`src/rtl/hazard_control.sv`:
```
// Pipeline hazard unit: operand forwarding, load-use and branch stalls, plus a
// small FSM that freezes the pipeline while a multi-beat vector memory access drains.
module hazard_control #(
    parameter int LANES = 8
) (
    input  logic       clk,
    input  logic       reset,
    input  logic [4:0] rsD,
    input  logic [4:0] rtD,
    input  logic [4:0] rsE,
    input  logic [4:0] rtE,
    input  logic [4:0] writeregE,
    input  logic [4:0] writeregM,
    input  logic [4:0] writeregW,
    input  logic       regwriteE,
    input  logic       regwriteM,
    input  logic       regwriteW,
    input  logic       memtoregE,
    input  logic       memtoregM,
    input  logic [1:0] branchD,
    input  logic       vmemM,
    input  logic       mem_ready,
    output logic       stallF,
    output logic       stallD,
    output logic       stallE,
    output logic       stallM,
    output logic       flushE,
    output logic       flushW,
    output logic       forwardaD,
    output logic       forwardbD,
    output logic [1:0] forwardaE,
    output logic [1:0] forwardbE,
    output logic       vbusy,
    output logic [3:0] vbeat
);

    localparam logic [1:0] IDLE = 2'd0;
    localparam logic [1:0] XFER = 2'd1;
    localparam logic [1:0] DONE = 2'd2;

    localparam logic [3:0] LAST_BEAT = 4'(LANES - 1);

    logic [1:0] state_q, state_d;
    logic [3:0] beat_q, beat_d;
    logic       lwstall, branchstall, vstall;

    // Register 0 is hard-wired to zero, so it never creates a dependency.
    function automatic logic reg_hit(input logic [4:0] src, input logic [4:0] dst);
        return (src != 5'd0) && (src == dst);
    endfunction

    function automatic logic [1:0] fwd_sel(input logic [4:0] src,
                                           input logic [4:0] wm, input logic rwm,
                                           input logic [4:0] ww, input logic rww);
        if (rwm && reg_hit(src, wm))
            return 2'b10;
        else if (rww && reg_hit(src, ww))
            return 2'b01;
        else
            return 2'b00;
    endfunction

    always_comb begin
        forwardaE = fwd_sel(rsE, writeregM, regwriteM, writeregW, regwriteW);
        forwardbE = fwd_sel(rtE, writeregM, regwriteM, writeregW, regwriteW);
        forwardaD = regwriteM && reg_hit(rsD, writeregM);
        forwardbD = regwriteM && reg_hit(rtD, writeregM);
    end

    always_comb begin
        lwstall = memtoregE && regwriteE &&
                  (reg_hit(rtE, rsD) || reg_hit(rtE, rtD));
        branchstall = (branchD != 2'd0) &&
                      ((regwriteE && (reg_hit(rsD, writeregE) || reg_hit(rtD, writeregE))) ||
                       (memtoregM && (reg_hit(rsD, writeregM) || reg_hit(rtD, writeregM))));
    end

    always_comb begin
        state_d = state_q;
        beat_d  = beat_q;
        case (state_q)
            IDLE: begin
                if (vmemM) begin
                    state_d = XFER;
                    beat_d  = 4'd0;
                end
            end
            XFER: begin
                if (mem_ready) begin
                    if (beat_q == LAST_BEAT) begin
                        state_d = DONE;
                        beat_d  = 4'd0;
                    end else begin
                        beat_d = beat_q + 4'd1;
                    end
                end
            end
            // One unstalled cycle lets the vector instruction leave M before IDLE looks at vmemM again.
            DONE: begin
                state_d = IDLE;
                beat_d  = 4'd0;
            end
            default: begin
                state_d = IDLE;
                beat_d  = 4'd0;
            end
        endcase
    end

    always_ff @(posedge clk or negedge reset) begin
        if (!reset) begin
            state_q <= IDLE;
            beat_q  <= 4'd0;
        end else begin
            state_q <= state_d;
            beat_q  <= beat_d;
        end
    end

    // The stall is raised in the trigger cycle itself, before the FSM has left IDLE.
    assign vstall = ((state_q == IDLE) && vmemM) || (state_q == XFER);

    always_comb begin
        if (vstall) begin
            stallF = 1'b1;
            stallD = 1'b1;
            stallE = 1'b1;
            stallM = 1'b1;
            flushE = 1'b0;
            flushW = 1'b1;
        end else begin
            stallF = lwstall || branchstall;
            stallD = lwstall || branchstall;
            flushE = lwstall || branchstall;
            stallE = 1'b0;
            stallM = 1'b0;
            flushW = 1'b0;
        end
    end

    assign vbusy = (state_q == XFER);
    assign vbeat = (state_q == XFER) ? beat_q : 4'd0;

endmodule

```
`config.mk`:
```
export PLATFORM = sky130hd
export DESIGN_NAME = hazard_control
export DESIGN_NICKNAME = d
export VERILOG_FILES = /design/src/rtl/hazard_control.sv
export SDC_FILE = /design/constraint.sdc
export NUM_CORES = 1
export LEC_CHECK = 0
export CAP_MARGIN = 5
export CORE_MARGIN = 2
export CORE_UTILIZATION = 41
export DETAILED_ROUTE_END_ITERATION = 6
export GPL_ROUTABILITY_DRIVEN = 0
export PLACE_DENSITY = 0.95
export SETUP_SLACK_MARGIN = 0.5
export SYNTH_ARGS = -nofsm -noshare
export SYNTH_HDL_FRONTEND = slang
export SYNTH_SLANG_ARGS = --single-unit
```
`constraint.sdc`:
```
create_clock -name clk -period 2.6 [get_ports clk]
set_input_delay 0.26 -clock clk [delete_from_list [all_inputs] [get_ports clk]]
set_output_delay 0.26 -clock clk [all_outputs]
set_load 0.02 [all_outputs]
```
==> metrics.md, run 1 <==
| Metric | Value |
|---|---|
| Count of unresolved DRC violations after routing | `0` |
| Worst Max-Slew Pin Slew | `0.534 ns` |
| Cell area after placement | `1880 µm²` |
| CP Launch Type | `primary input` |
| Number of DRC violations after detailed-routing iteration 0 | `31` |
| Beginning of the worst register-to-register path | `state_q[0]$_DFFE_PN0P_` |
| Reg-to-reg setup timing slack | `0.93 ns` |
| Clock Power Share | `0.101` |
| Pin count of the biggest net entering global routing | `9` |
| Total chip power | `0.000880 W` |
| Router iterations before antenna repair | `4` |
| Fin area | `1970 µm²` |
| Switching Fraction | `0.468` |
| Ys flop type | `sky130_fd_sc_hd__dfrtp_1` |
| Number of antenna violations at the first check in global routing | `0` |
| Nature of the critical path endpoint | `output pin` |
| Fin crit share | `0.782` |
| Worst setup slack after layout | `0.566 ns` |
| Wirelength, routed | `4630 µm` |
| CTS tree | `yes` |
| Utilization after layout | `0.796` |
| Die Y | `55.4 µm` |
| Slew Limit Fails | `0` |
| First-pass GRT wire length | `7070 µm` |
| Required time worst endpoint | `2.34 ns` |
| Fraction of layout instances using a drive strength above 1 | `0.312` |
| Buffer levels on the longest clock path | `2` |
| Arrival time worst endpoint | `1.77 ns` |
| Pwr Density | `446 nW/µm²` |
| Standard-cell row count | `18` |
| Largest fanout on the critical path | `2` |
| Pre-CTS setup slack | `-0.199 ns` |
| Commonest non-fill, non-tap cell in the layout | `sky130_fd_sc_hd__xnor2_1` |
| Share of flip-flops with an asynchronous set or reset | `1.00` |
| Sequential cell fraction of total power | `0.199` |
| Root Driver | `sky130_fd_sc_hd__clkbuf_4` |
| Synth warn | `0` |
| Clock latency on the worst-skew pair | `0.25 ns` |
| Effective utilization at floorplan | `0.436` |
| Worst slew margin relative to its limit | `0.643` |
| Per-instance average area after synthesis | `7.89 µm²` |
| GRT overflow | `0` |
| Register area share after synthesis | `0.139` |
| Setup repair after global routing missed its margin | `false` |
| Worst reg-to-reg path cell count | `5` |
| Final Hold Viols | `0` |
| Peak supply drop | `0.000576 V` |
| Routed length per instance | `18.5 µm` |
| CTS clk-pin slew, worst paths | `0.05 ns` |
| Number of failing setup endpoints in the final timing report | `0` |
| Via count of the first global-routing pass | `1,520` |
| Final HPWL from detailed placement | `3480 µm` |
| Total of hold buffers inserted after clock tree synthesis | `0` |
| Number of flops mapped to enable cells by yosys | `0` |
| Flops & latches, synth | `6` |
| Number of buffers inserted during clock tree synthesis | `3` |
| Post-synthesis to final-layout area growth | `82.5%` |
| Outcome | `finished, final reports clean` |
| Worst reg2reg path endpoint | `beat_q[3]$_DFFE_PN0P_` |
| Avg Vias per Cell | `5.63` |
| Final antenna-violating net count | `0` |
| Layout Skew | `0.00938 ns` |
| Final worst path period need | `2.03 ns` |
| Number of nets in the final layout | `270` |
| Placeable core region | `2480 µm²` |
| Top Ports | `63` |
| Total die area | `3060 µm²` |
| Cell variety after synth | `33` |
| Class of the worst hold path | `in -> async` |
| Global routing usage summed across all routing layers | `0.292` |
| Proportion of power drawn by combinational gates | `0.700` |
| Count of mapped cells out of synthesis | `137` |
| Cell area after synthesis | `1080 µm²` |
| Maximum achievable frequency | `0.492 GHz` |
| Number of antenna diodes | `0` |
| LEAKAGE | `0.892 nW` |
| TritonCTS sink count | `6` |
| Net switching power figure | `0.000412 W` |
| Highest-count cells in the layout ignoring fill and taps | `sky130_fd_sc_hd__xnor2_1 (33), sky130_fd_sc_hd__buf_4 (29), sky130_fd_sc_hd__clkdlybuf4s50_1 (23), sky130_fd_sc_hd__dlygate4sd2_1 (16), sky130_fd_sc_hd__xor2_1 (15)` |
| Port-buffer cells | `62` |
| Total vias in the final route | `1,412` |
| Maximum Capacitance Violations | `0` |
| Design internal power | `0.000468 W` |
| Die span in x | `55.4 µm` |
| CTS H-tree lvls | `1` |
| Post-synthesis net count | `184` |
| Worst hold slack | `0.252 ns` |
| Classification of the worst setup path | `in -> out` |
[state kept, by name, summed over array words and instances (netlist names)]
| signal | cells |
|---|---|
| beat_q | 4 |
| state_q | 2 |
[metrics by stage]
stage	setup TNS (ns)	instances
6_report	0	251
5_1_grt	0	251
4_1_cts	0	250
3_5_place_dp	-0.593	247
3_3_place_gp	-0.199	247
2_1_floorplan	0	137
[worst max-delay path by stage]
stage / from / endpoint / slack (ns) / cells after the start
global placement: rsD[1] / stallF / -0.08 / 7
CTS: rtE[1] / flushE / 0.50 / 8
global route: rtD[0] / flushE / 0.49 / 8
finish: rsE[3] / forwardaE[0] / 0.57 / 6
floorplan: rsE[1] / forwardaE[0] / 0.57 / 4
detailed placement: rsD[1] / stallD / -0.20 / 7
[power by group through the flow]
stage / registers [W] / clock network, W / logic [W]
after floorplan: 0.000161 / 0 / 0.000337
after global placement: 0.000166 / 0 / 0.000565
after detailed placement: 0.000171 / 0 / 0.000597
after CTS: 0.000170 / 0.0000877 / 0.000593
after global routing: 0.000178 / 0.0000986 / 0.000657
final: 0.000175 / 0.0000893 / 0.000616
[what timing repair did]
item                       4_1_cts  5_1_grt
pin swaps                       22       13
setup buffers                    0        1
gates resized for setup         82       29
cloned                           0        0
setup endpoints to repair        9        9
[Yosys cell counts, types with 2 or more instances]
master / n / share of area
sky130_fd_sc_hd__a31oi_1: 2 / 0.012
sky130_fd_sc_hd__xor2_1: 16 / 0.13
sky130_fd_sc_hd__o21ai_1: 2 / 0.0093
sky130_fd_sc_hd__buf_4: 3 / 0.021
sky130_fd_sc_hd__and2_1: 5 / 0.029
sky130_fd_sc_hd__nor3_1: 4 / 0.019
sky130_fd_sc_hd__buf_2: 2 / 0.0093
sky130_fd_sc_hd__nor2_1: 12 / 0.042
sky130_fd_sc_hd__nor4_1: 6 / 0.035
sky130_fd_sc_hd__clkbuf_1: 2 / 0.0069
sky130_fd_sc_hd__nand2_1: 6 / 0.021
sky130_fd_sc_hd__o221ai_1: 2 / 0.016
sky130_fd_sc_hd__nor4_2: 2 / 0.023
sky130_fd_sc_hd__nand2b_1: 2 / 0.012
sky130_fd_sc_hd__inv_1: 2 / 0.0069
sky130_fd_sc_hd__nand4_1: 4 / 0.023
sky130_fd_sc_hd__or4_1: 3 / 0.021
sky130_fd_sc_hd__nand3_1: 7 / 0.032
sky130_fd_sc_hd__xnor2_1: 34 / 0.28
sky130_fd_sc_hd__dfrtp_1: 6 / 0.14
sky130_fd_sc_hd__o21ai_0: 3 / 0.014
[per-layer routing]
layer / GRT usage / wire length (µm) / up-vias
met3: 0.0820 / 308 / 20
met5: 0 / 0 / -
met1: 0.292 / 1740 / 657
met4: 0.153 / 204 / 0
met2: 0.541 / 2380 / 89
li1: - / - / 646
[worst max-delay path, cell delays in order]
cell                              delay [ns]
sky130_fd_sc_hd__clkdlybuf4s50_1        0.42
sky130_fd_sc_hd__or4_4                  0.50
sky130_fd_sc_hd__nor2_4                 0.11
sky130_fd_sc_hd__nor4_2                 0.06
sky130_fd_sc_hd__nor4_1                 0.21
sky130_fd_sc_hd__buf_2                  0.21
[final cells by class]
type                       count  area, µm²
fill                         172        504
multi-input combinational    121        985
clock buffer                   3       22.5
inverter                       2       7.51
sequential                     6        150
tap                           30       37.5
timing repair buffer          89        771
[cells by family (layout without fill, tap and decap cells)]
kind of cell / after synthesis / count (layout) / synth area share
flops: 6 / 6 / 0.139
compound gates: 13 / 13 / 0.0822
xor+xnor: 50 / 50 / 0.405
fa+ha+maj: 1 / 1 / 0.0116
mux: 1 / 1 / 0.0104
buf+inv: 10 / 94 / 0.0544
simple gates: 56 / 56 / 0.297
Note: power is estimated with default switching activity, not from simulation.
==> inputs of run 2 (changes only) <==
--- a/config.mk
+++ b/config.mk
@@ -7,10 +7,10 @@
 export LEC_CHECK = 0
 export CAP_MARGIN = 5
 export CORE_MARGIN = 2
-export CORE_UTILIZATION = 41
+export CORE_UTILIZATION = 38
 export DETAILED_ROUTE_END_ITERATION = 6
 export GPL_ROUTABILITY_DRIVEN = 0
-export PLACE_DENSITY = 0.95
+export PLACE_DENSITY = 0.92
 export SETUP_SLACK_MARGIN = 0.5
 export SYNTH_ARGS = -nofsm -noshare
 export SYNTH_HDL_FRONTEND = slang
==> constraint.sdc (replaced) <==
create_clock -name clk -period 1.9 [get_ports clk]
set_input_delay 0.19 -clock clk [delete_from_list [all_inputs] [get_ports clk]]
set_output_delay 0.19 -clock clk [all_outputs]
set_load 0.02 [all_outputs]
==> run 2 against run 1 <==
Sequential power up 41%. Clock power up 43%. Worst setup slack worse by 0.54 ns. Sequential share of layout area down 0.72 points. Final area up 11%. Sequential cell count unchanged. Combinational power up 57%. Clock-buffer cell count unchanged. Critical path depth unchanged. Non-clock buffer count up 17.
==> metrics.md, run 2 (synthesized netlist as in run 1, its figures left out) <==
| Metric | Value |
|---|---|
| Outcome | `finished, final reports clean` |
| Worst reg-to-reg path cell count | `4 (-1)` |
| LEAKAGE | `0.954 nW (+7.0%)` |
| Final HPWL from detailed placement | `3110 µm (-11%)` |
| Detail Route met2 WL | `2690 µm (+13%)` |
| Number of failing setup endpoints in the final timing report | `0 (unchanged)` |
| Slew Limit Fails | `0 (unchanged)` |
| Router iterations before antenna repair | `6 (+2)` |
| Number of antenna diodes | `0 (unchanged)` |
| Final Hold Viols | `0 (unchanged)` |
| Setup repair after global routing missed its margin | `true` |
| Buffer levels on the longest clock path | `2 (unchanged)` |
| Root Driver | `sky130_fd_sc_hd__clkbuf_4` |
| Uppermost layer routed | `met4` |
| Die span in x | `57.3 µm (+3.6%)` |
| Beginning of the worst register-to-register path | `beat_q[0]$_DFFE_PN0P_` |
| Placeable core region | `2730 µm² (+10%)` |
| Final antenna-violating net count | `0 (unchanged)` |
| Worst slew margin relative to its limit | `0.681 (+0.0374)` |
| Number of buffers inserted during clock tree synthesis | `3 (unchanged)` |
| CTS H-tree lvls | `1 (unchanged)` |
| Biggest register | `beat_q` |
| Reg-to-reg setup timing slack | `0.40 ns (-0.53 ns)` |
| Classification of the worst setup path | `in -> out` |
| Arrival time worst endpoint | `1.68 ns (-0.09 ns)` |
| Highest-count cells in the layout ignoring fill and taps | `sky130_fd_sc_hd__buf_4 (41), sky130_fd_sc_hd__xnor2_1 (27), sky130_fd_sc_hd__buf_6 (20), sky130_fd_sc_hd__xor2_1 (15), sky130_fd_sc_hd__buf_2 (15)` |
| Nature of the critical path endpoint | `output pin` |
| Post-route met1 wirelength | `1840 µm (+5.7%)` |
| Required time worst endpoint | `1.71 ns (-0.63 ns)` |
| TritonCTS sink count | `6 (unchanged)` |
| Global routing usage summed across all routing layers | `0.267 (-0.0253)` |
| Fraction of layout instances using a drive strength above 1 | `0.513 (+0.200)` |
| First-pass GRT wire length | `6830 µm (-3.4%)` |
| Final worst path period need | `1.87 ns` |
| Wirelength, routed | `4910 µm (+6.0%)` |
| Port-buffer cells | `62 (unchanged)` |
| Via count of the first global-routing pass | `1,488 (-2.1%)` |
| Number of antenna violations at the first check in global routing | `0 (unchanged)` |
| Avg Vias per Cell | `5.47 (-2.7%)` |
| Top flop regs | `beat_q x4, state_q x2` |
| Critical Path Start | `writeregE[1]` |
| Pwr Density | `610 nW/µm² (+37%)` |
| Total die area | `3290 µm² (+7.3%)` |
| Top Ports | `63 (unchanged)` |
| Worst reg2reg path endpoint | `beat_q[0]$_DFFE_PN0P_` |
| Count of unresolved DRC violations after routing | `0 (unchanged)` |
| Effective utilization at floorplan | `0.395 (-0.0409)` |
| Clock latency on the worst-skew pair | `0.25 ns (about the same)` |
| Peak supply drop | `0.000769 V (+34%)` |
| Commonest non-fill, non-tap cell in the layout | `sky130_fd_sc_hd__buf_4` |
| Pin count of the biggest net entering global routing | `8 (-1)` |
| Total vias in the final route | `1,472 (+4.2%)` |
| Die Y | `57.3 µm (+3.6%)` |
| Post-synthesis to final-layout area growth | `103%` |
| CTS tree | `yes` |
| Largest fanout on the critical path | `2 (unchanged)` |
| Layout fillers | `160 (-7.0%)` |
| Layout Skew | `0.000243 ns (-0.00913 ns)` |
| CP Launch Type | `primary input` |
| Maximum Capacitance Violations | `0 (unchanged)` |
| Routed length per instance | `18.2 µm (-1.1%)` |
| Number of nets in the final layout | `287 (+6.3%)` |
| Total chip power | `0.00134 W (+52%)` |
| Maximum achievable frequency | `0.535 GHz` |
| Worst hold slack | `0.185 ns (-0.0671 ns)` |
| GRT overflow | `0 (unchanged)` |
| Fin crit share | `0.984` |
| Class of the worst hold path | `in -> async` |
| Standard-cell row count | `19 (+1)` |
| Number of DRC violations after detailed-routing iteration 0 | `94 (+200%)` |
| Sum of met3 wire segment lengths after detailed routing | `169 µm (-45%)` |
| CTS clk-pin slew, worst paths | `0.05 ns (about the same)` |
| Worst Max-Slew Pin Slew | `0.477 ns (-0.0573 ns)` |
| Largest register FFs | `4 (unchanged)` |
run 2: critical path: stages:
cell	delay, ns
sky130_fd_sc_hd__clkdlybuf4s50_1	0.45
sky130_fd_sc_hd__xor2_1	0.17
sky130_fd_sc_hd__nor4_2	0.28
sky130_fd_sc_hd__o221ai_1	0.21
sky130_fd_sc_hd__a31oi_1	0.20
sky130_fd_sc_hd__buf_4	0.18
run 2: routing by layer:
metal,GRT usage,vias up
met1,0.281,711
met3,0.0295,16
li1,-,676
met4,0.163,0
met2,0.502,69
met5,0,-
run 2: cell type report:
type                            instances  area, µm²  share of cell area
Inverter                                2       7.51             0.00341
Timing Repair Buffer                  106        901               0.410
Sequential cell                         6        151              0.0689
Multi-Input combinational cell        121       1080               0.490
Clock buffer                            3       22.5              0.0102
Tap cell                               31       38.8              0.0176
run 2: how the worst max path moves through the flow:
stage | slack (ns) | cells past startpoint | endpoint
finish | 0.03 | 6 | flushE
global route | -0.03 | 8 | flushE
CTS | 0.15 | 7 | stallD
detailed placement | -0.68 | 7 | flushE
global placement | -0.64 | 7 | flushE
floorplan | 0.07 | 7 | stallF
run 2: power breakdown:
group	internal, W	leakage [nW]	switching, W	total (W)
Combinational	0.000461	0.863	0.000505	0.000967
Sequential	0.000176	0.0777	0.0000704	0.000246
Clock	0.0000722	0.0138	0.0000560	0.000128
Total	0.000709	0.954	0.000632	0.00134
run 2: through the flow:
| step | instances | setup TNS (ns) | util | setup slack, ns | instance area [µm²] |
|---|---|---|---|---|---|
| floorplan | 137 | 0 | - | 0.0675 | 1100 |
| global placement | 254 | -4.73 | 0.708 | -0.640 | 1940 |
| detailed placement | 254 | -4.88 | 0.708 | -0.682 | 1940 |
| CTS | 265 | 0 | 0.772 | 0.147 | 2110 |
| global route | 269 | -0.0298 | 0.804 | -0.0298 | 2200 |
| finish | 269 | 0 | 0.804 | 0.0297 | 2200 |
run 2: what timing repair did:
item                                    4_1_cts  5_1_grt
endpoints found under the setup margin       17       19
buffers inserted                              8        4
hold endpoints to repair                      0        0
gates resized for setup                     224       22
pin swaps                                    29       18
hold buffers                                  0        0
